--- config.mk ---
export PLATFORM = sky130hd
export DESIGN_NAME = vec_stream_arb
export DESIGN_NICKNAME = d
export VERILOG_FILES = /design/src/rtl/vec_stream_arb.sv
export SDC_FILE = /design/constraint.sdc
export NUM_CORES = 1
export LEC_CHECK = 0
export CAP_MARGIN = 40
export CORE_AREA = 3 3 153 155
export CTS_BUF_LIST = sky130_fd_sc_hd__clkbuf_4 sky130_fd_sc_hd__clkbuf_8 sky130_fd_sc_hd__clkbuf_16
export DETAILED_ROUTE_END_ITERATION = 8
export DIE_AREA = 0 0 156 158
export PLACE_DENSITY = 0.67
export SLEW_MARGIN = 20
export SYNTH_ARGS = -nofsm -noshare
export SYNTH_HDL_FRONTEND = slang
export SYNTH_SLANG_ARGS = --single-unit
--- constraint.sdc ---
create_clock -name clk -period 2.6 [get_ports clk]
set_clock_uncertainty 0.15 [all_clocks]
set_input_delay 0.39 -clock clk [delete_from_list [all_inputs] [get_ports clk]]
set_output_delay 0.39 -clock clk [all_outputs]
set_load 0.03 [all_outputs]
--- src/rtl/vec_stream_arb.sv ---
// vec_stream_arb: round-robin packet arbiter merging REQ_NO streams into one registered, ID-tagged output.
// Optional packet length check is compiled in with `define VEC_ARB_LEN_CHK_EN.
module vec_stream_arb #(
  parameter int BUS_WIDTH    = 128,
  parameter int REQ_NO       = 2,
  parameter int SUB_VEC_NO   = 8,
  parameter int REQ_ID_WIDTH = $clog2(REQ_NO)
) (
  input  logic                        clk,
  input  logic                        rst,
  input  logic [REQ_NO*BUS_WIDTH-1:0] up_Vector,
  input  logic [REQ_NO-1:0]           up_Valid,
  input  logic [REQ_NO-1:0]           up_Last,
  output logic [REQ_NO-1:0]           up_Ready,
  output logic [BUS_WIDTH-1:0]        dn_Vector,
  output logic [REQ_ID_WIDTH-1:0]     dn_ReqID,
  output logic                        dn_Valid,
  output logic                        dn_Last,
  input  logic                        dn_Ready
`ifdef VEC_ARB_LEN_CHK_EN
  ,
  output logic                        dn_LenErr
`endif
);

  typedef enum logic {IDLE, LOCKED} state_t;

  state_t                  state_reg;
  logic [REQ_ID_WIDTH-1:0] r_Grant;
  logic [REQ_ID_WIDTH-1:0] r_Ptr;
  logic [REQ_ID_WIDTH-1:0] arb_idx;
  logic [REQ_ID_WIDTH-1:0] idx_hi;
  logic [REQ_ID_WIDTH-1:0] idx_any;
  logic [REQ_ID_WIDTH-1:0] grant_inc;
  logic                    found_hi;
  logic [BUS_WIDTH-1:0]    up_word [REQ_NO];
  logic                    can_take;
  logic                    accept;
  logic                    sel_last;
  logic                    pkt_end;

  generate
    if (REQ_NO < 2 || SUB_VEC_NO < 1) begin : g_bad_cfg
      $error("vec_stream_arb: needs REQ_NO >= 2 and SUB_VEC_NO >= 1");
    end
  endgenerate

  assign can_take = !dn_Valid || dn_Ready;

  generate
    for (genvar gi = 0; gi < REQ_NO; gi++) begin : g_req
      assign up_word[gi]  = up_Vector[gi*BUS_WIDTH +: BUS_WIDTH];
      assign up_Ready[gi] = (state_reg == LOCKED) && (r_Grant == REQ_ID_WIDTH'(gi)) && can_take;
    end
  endgenerate

  assign accept    = (state_reg == LOCKED) && can_take && up_Valid[r_Grant];
  assign sel_last  = up_Last[r_Grant];
  assign grant_inc = (r_Grant == REQ_ID_WIDTH'(REQ_NO - 1)) ? '0 : r_Grant + 1'b1;

  // Rotating priority: lowest valid index at or above r_Ptr wins, otherwise wrap to lowest valid index.
  always_comb begin
    found_hi = 1'b0;
    idx_hi   = '0;
    idx_any  = '0;
    for (int i = REQ_NO - 1; i >= 0; i--) begin
      if (up_Valid[i]) begin
        idx_any = REQ_ID_WIDTH'(i);
        if (i >= int'(r_Ptr)) begin
          found_hi = 1'b1;
          idx_hi   = REQ_ID_WIDTH'(i);
        end
      end
    end
    arb_idx = found_hi ? idx_hi : idx_any;
  end

`ifdef VEC_ARB_LEN_CHK_EN
  localparam int CNT_WIDTH = $clog2(SUB_VEC_NO + 1);

  logic [CNT_WIDTH-1:0] r_BeatCntr;
  logic [CNT_WIDTH-1:0] beat_no;
  logic                 len_full;
  logic                 len_err;

  // A packet reaching SUB_VEC_NO beats is cut there; the rest of the stream re-arbitrates.
  assign beat_no  = r_BeatCntr + 1'b1;
  assign len_full = (beat_no == CNT_WIDTH'(SUB_VEC_NO));
  assign pkt_end  = sel_last || len_full;
  assign len_err  = pkt_end && !(sel_last && len_full);
`else
  assign pkt_end  = sel_last;
`endif

  always_ff @(posedge clk) begin
    if (rst) begin
      state_reg  <= IDLE;
      r_Grant    <= '0;
      r_Ptr      <= '0;
      dn_Vector  <= '0;
      dn_ReqID   <= '0;
      dn_Valid   <= 1'b0;
      dn_Last    <= 1'b0;
`ifdef VEC_ARB_LEN_CHK_EN
      r_BeatCntr <= '0;
      dn_LenErr  <= 1'b0;
`endif
    end else begin
      case (state_reg)
        IDLE: begin
          if (|up_Valid) begin
            r_Grant   <= arb_idx;
            state_reg <= LOCKED;
          end
        end
        LOCKED: begin
          if (accept && pkt_end) begin
            state_reg <= IDLE;
            r_Ptr     <= grant_inc;
          end
        end
        default: state_reg <= IDLE;
      endcase

      if (accept) begin
        dn_Vector <= up_word[r_Grant];
        dn_Last   <= pkt_end;
        dn_ReqID  <= r_Grant;
        dn_Valid  <= 1'b1;
`ifdef VEC_ARB_LEN_CHK_EN
        dn_LenErr  <= len_err;
        r_BeatCntr <= pkt_end ? '0 : beat_no;
`endif
      end else if (dn_Ready) begin
        dn_Valid <= 1'b0;
      end
    end
  end

endmodule

# Word level (Yosys, flattened, before mapping)
# Index checks and enable logic that the tools add are counted.
# word_totals
rom_bits	0
memories	0
output_inout_bits	133
ff_bits	134
mem_bits_rw	0
latch_bits	0
# op_classes
n_mul	0
n_reduce_logical	13
bitwise	3
n_eq_ne	0
shifts	0
magnitude_cmp	3
div_mod_pow	0
n_mux	20
n_addsub	1
# op_table
op	n
128-bit 2-to-1 mux	3
1-bit 2-to-1 mux	16
1-bit logical AND	7
2-bit AND reduction	2
2-bit >= comparator (second input constant)	1
1-bit by 2-bit < comparator with 1-bit output (second input constant)	1
1-bit NOT	2
1-bit NOT with 2-bit output	1
1-bit case mux with 2 select lines	1
2-bit nonzero test	1
2-bit OR reduction	1
1-bit adder (second input constant)	1
1-bit >= comparator (first input constant)	1
1-bit zero test	1
1-bit logical OR	1

# Logic depth before layout (Yosys ltp)
# depth
depth_word	7
mapped_depth	6
ltp_nobuf	3

# Worst setup path before layout
# No wires, ideal clock.
# synth_path
kind	register -> output
from	reg dn_Valid
to	out up_Ready[1]
path_stages_with_launch	6
arrival_time_ns	1.517
slack_ns	0.543
required_ns	2.060
path_cell_list	dfxtp_1 nand2b_1 buf_4 clkbuf_1 clkbuf_1 and3_1
# synth_via
elab_chain_cells	3
# synth_lines
element	line	text
from (decl)	17	output logic dn_Valid,
from (signal assigned)	102	dn_Valid <= 1'b0;
from (signal assigned)	129	dn_Valid <= 1'b1;
from (signal assigned)	135	dn_Valid <= 1'b0;
1-bit zero test	48	assign can_take = !dn_Valid || dn_Ready;
1-bit logical OR	48	
1-bit logical AND	53	assign up_Ready[gi] = (state_reg == LOCKED) && (r_Grant == REQ_ID_WIDTH'(gi)) && can_take;
to (decl)	14	output logic [REQ_NO-1:0] up_Ready,
# Every way passes these cells.

# Final worst setup path
# layout_path
from	reg r_Grant
to	out up_Ready[1]
# layout_via
elab_chain_cells	2
# layout_lines
element	line	text
from (decl)	29	logic [REQ_ID_WIDTH-1:0] r_Grant;
from (signal assigned)	112	r_Grant <= arb_idx;
1-bit logical AND (2 in series)	53	
# Every way passes these cells.

==> summary.txt <==
Clock tree
  – Deepest clock path buffer count: 2
  – CTS root buffer: clkbuf_16
  – Worst skew pair latency: about 0.4 ns
  – H-tree levels: 4
  – Post_cts resized: 0
  – CTS sink count: 134
  – CTS buffer count: 17
  – Worst-path clk slew: 0.06 ns
  – # hold bufs at CTS: 0
  – CTS tree: built
  – Post-CTS Setup Bufs: 0

Yosys
  – Post-Syn Instances: between 600 and 700
  – Post-Syn Area: about 0.007 mm²
  – Adder-cell share of the synthesized area: 0%
  – Seq/Total Area, Yosys: ~39%
  – Yosys warns: 0
  – Xor/xnor share of the synthesized area: 0%
  – Post-Synth Simple-Gate Area: under 10%
  – Syn avg cell area: about 11 µm²
  – Post-synthesis sequential element count: about 130
  – Largest family of logic cells by synthesized area: compound AO/OA/AOI/OAI gates
  – Post-synthesis mux area share: between 10% and 20%
  – Post-synth cell types: 27
  – Syn Nets: ~900
  – Post-synthesis compound-gate area fraction: around 34%

Power
  – Peak supply drop: around 0.00036 V
  – Switch Pwr: 2.09 mW
  – Sw frac: approximately 29%
  – Part of the power in combinational logic: ~29%
  – Clock share of power: a little under two fifths
  – Seq pwr share: between 30% and 40%
  – Power density over the cells: about 610 mW/mm²
  – Internal power: ~5.0 mW
  – Static Leak: about 3.8 nW

Drt
  – Drt first-iter violations: 262
  – Routed Antenna Nets: 0
  – Avg WL per Cell: 19.9 µm
  – Total wire length: ~25 mm
  – DRT Pass-1 Iters: 4
  – Vias: approximately 6,600
  – Vias per inst: approximately 5.2
  – DRC: 0

Floorplan
  – Chip width: 156 µm
  – Core Box Area: between 0.02 and 0.025 mm²
  – Die Area: 0.0246 mm²
  – Die Y-Extent: about 160 µm
  – IO Count: between 300 and 400
  – Initial core utilization: 31.5%
  – Rows: between 50 and 60

Cells and area
  – Max reg flops: roughly 130
  – P&R area growth vs syn: 68.9%
  – Fin nets: 1,242
  – Antenna cells: 0
  – Layout cells sized above 1: about 17%
  – Finished Core Util: 53.2%
  – Final Cell Area: roughly 0.012 mm²
  – Final Non-Filler Cells: approximately 1,300
  – Largest Register: dn_Vector

Placed design
  – Post-DP Area: 0.0110 mm²
  – # port buffers: around 400
  – GPL Wtd Cong: 0.762
  – DP Worst Slack: 0.228 ns
  – Cells after DPL: about 1,200
  – Post-DP HPWL: between 15 and 20 mm

Global routing
  – Via count of the first global-routing pass: around 6,600
  – Total global routing overflow: 0
  – Largest net degree at the start of global routing: 130
  – Gr usage total: between 10% and 20%
  – Initial antenna violation count: 0
  – First-pass GRT wire length: approximately 37 mm

Timing
  – Slew Limit Fails: 0
  – RSZ-0062 raised after global routing: no
  – Fin crit share: approximately 82%
  – Setup tns final: 0 ns
  – Relative slew margins: approximately three fifths
  – Slew @ Worst Pin: ~0.63 ns
  – Hold Fails Final Rpt: 0
  – Final setup viols: 0
  – PnR worst setup slack: 0.459 ns
  – F_max: 467 MHz
  – Fin crit period: 2.14 ns

Setup path
  – Worst path slowest cell: dfxtp_4
  – Arrival time at the worst endpoint: roughly 1.6 ns
  – WS Path Type: reg -> out
  – CP cell instances: buf_12, and3_1, buf_4
  – Critical Path Start Type: register
  – CP required: 2.06 ns
  – Crit-path max FO: between 60 and 70
  – Critical Path Max Stage Delay: 0.42 ns
  – Crit. End Element: output pin

Job
  – Max-cap viol count: 0

Worst hold path
  – HP Class: in -> reg

Run status
  – Status: finished clean
[routing by layer]
layer  track usage [%]  vias up  part of all wire, %
li1                  -     3212                    -
met2              33.6      260                   50
met1              22.7     3100                   41
met5                 0        -                    0
met4              5.38        0                  1.4
met3              5.41       23                  7.5
[cells by family after synthesis]
kind of cell	count (synthesis)
simple gates	15
flops	134
mux	131
compound gates	264
buf+inv	91
[cell usage after synthesis]
cell type	count	area share (%)
nand2_1	4	0.22
nand3_1	2	0.14
a211oi_2	110	20
a211oi_1	19	2.1
dfxtp_1	134	39
buf_1	4	0.22
and3_4	1	0.16
buf_6	12	2.0
buf_2	19	1.4
clkbuf_1	50	2.7
mux2i_1	129	19
or4b_1	1	0.14
inv_1	3	0.16
o21ai_1	1	0.072
nor2_1	1	0.054
nor3_1	2	0.14
mux2_4	1	0.22
and3_1	1	0.090
a31oi_1	128	12
o211ai_1	1	0.11
buf_4	3	0.33
a21oi_1	3	0.22
mux2_1	1	0.16
nor2b_1	1	0.090
o221a_1	1	0.16
o31ai_1	1	0.11
nand2b_1	2	0.18
[final cells by class]
class	count	area [µm²]
tap	280	350
inverter	3	11.3
sequential	134	2690
multi-input combinational	410	3780
timing repair buffer	413	4200
fill	1981	10300
clock buffer	19	464
clock inverter	11	198
[power by group through the flow]
stage               logic (mW)  registers (mW)  clock network, mW
finish                    2.03            2.34               2.72
global route              2.15            2.36               2.86
CTS                       2.05            2.34               2.77
detailed placement        2.05            2.38                  0
global placement          2.04            2.37                  0
floorplan                0.797            2.70                  0
[worst max-delay path, delay by kind of cell, from the launching register on]
family	cells	cell delay (ns)
flops	1	0.42
simple gates	1	0.23
buf+inv	2	0.53
[path summary, 6_finish.rpt]
path            from             to  slack, ns  cells past startpoint
max          r_Grant    up_Ready[1]       0.46                      3
min              rst       dn_Valid       0.27                      2
max reg2reg  r_Grant  dn_Vector[34]       0.77                      4
min reg2reg  dn_Last        dn_Last       0.32                      2
[stage by stage]
stage | hold WS (ns) | total power, mW
after global placement | 0.301 | 4.41
after global routing | 0.267 | 7.37
after detailed placement | 0.309 | 4.43
final | 0.267 | 7.08
after floorplan | 0.298 | 3.49
after CTS | 0.236 | 7.16
[placed cells by master, fill, tap and decap left out, drive strengths merged]
master,Yosys,routed
a21oi,3,3
mux2i,129,129
o31ai,1,1
or4b,1,1
inv,3,3
nor3,2,2
clkinvlp,0,1
a211oi,129,129
mux2,2,2
o21ai,1,1
clkinv,0,5
dfxtp,134,134
nor2,1,1
nand2,4,4
buf,38,21
and3,2,2
nand3,2,2
o211ai,1,1
clkbuf,50,19
nor2b,1,1
nand2b,2,2
clkdlybuf4s50,0,392
bufinv,0,5
a31oi,128,128
o221a,1,1
(Power assumes the default switching activity.)
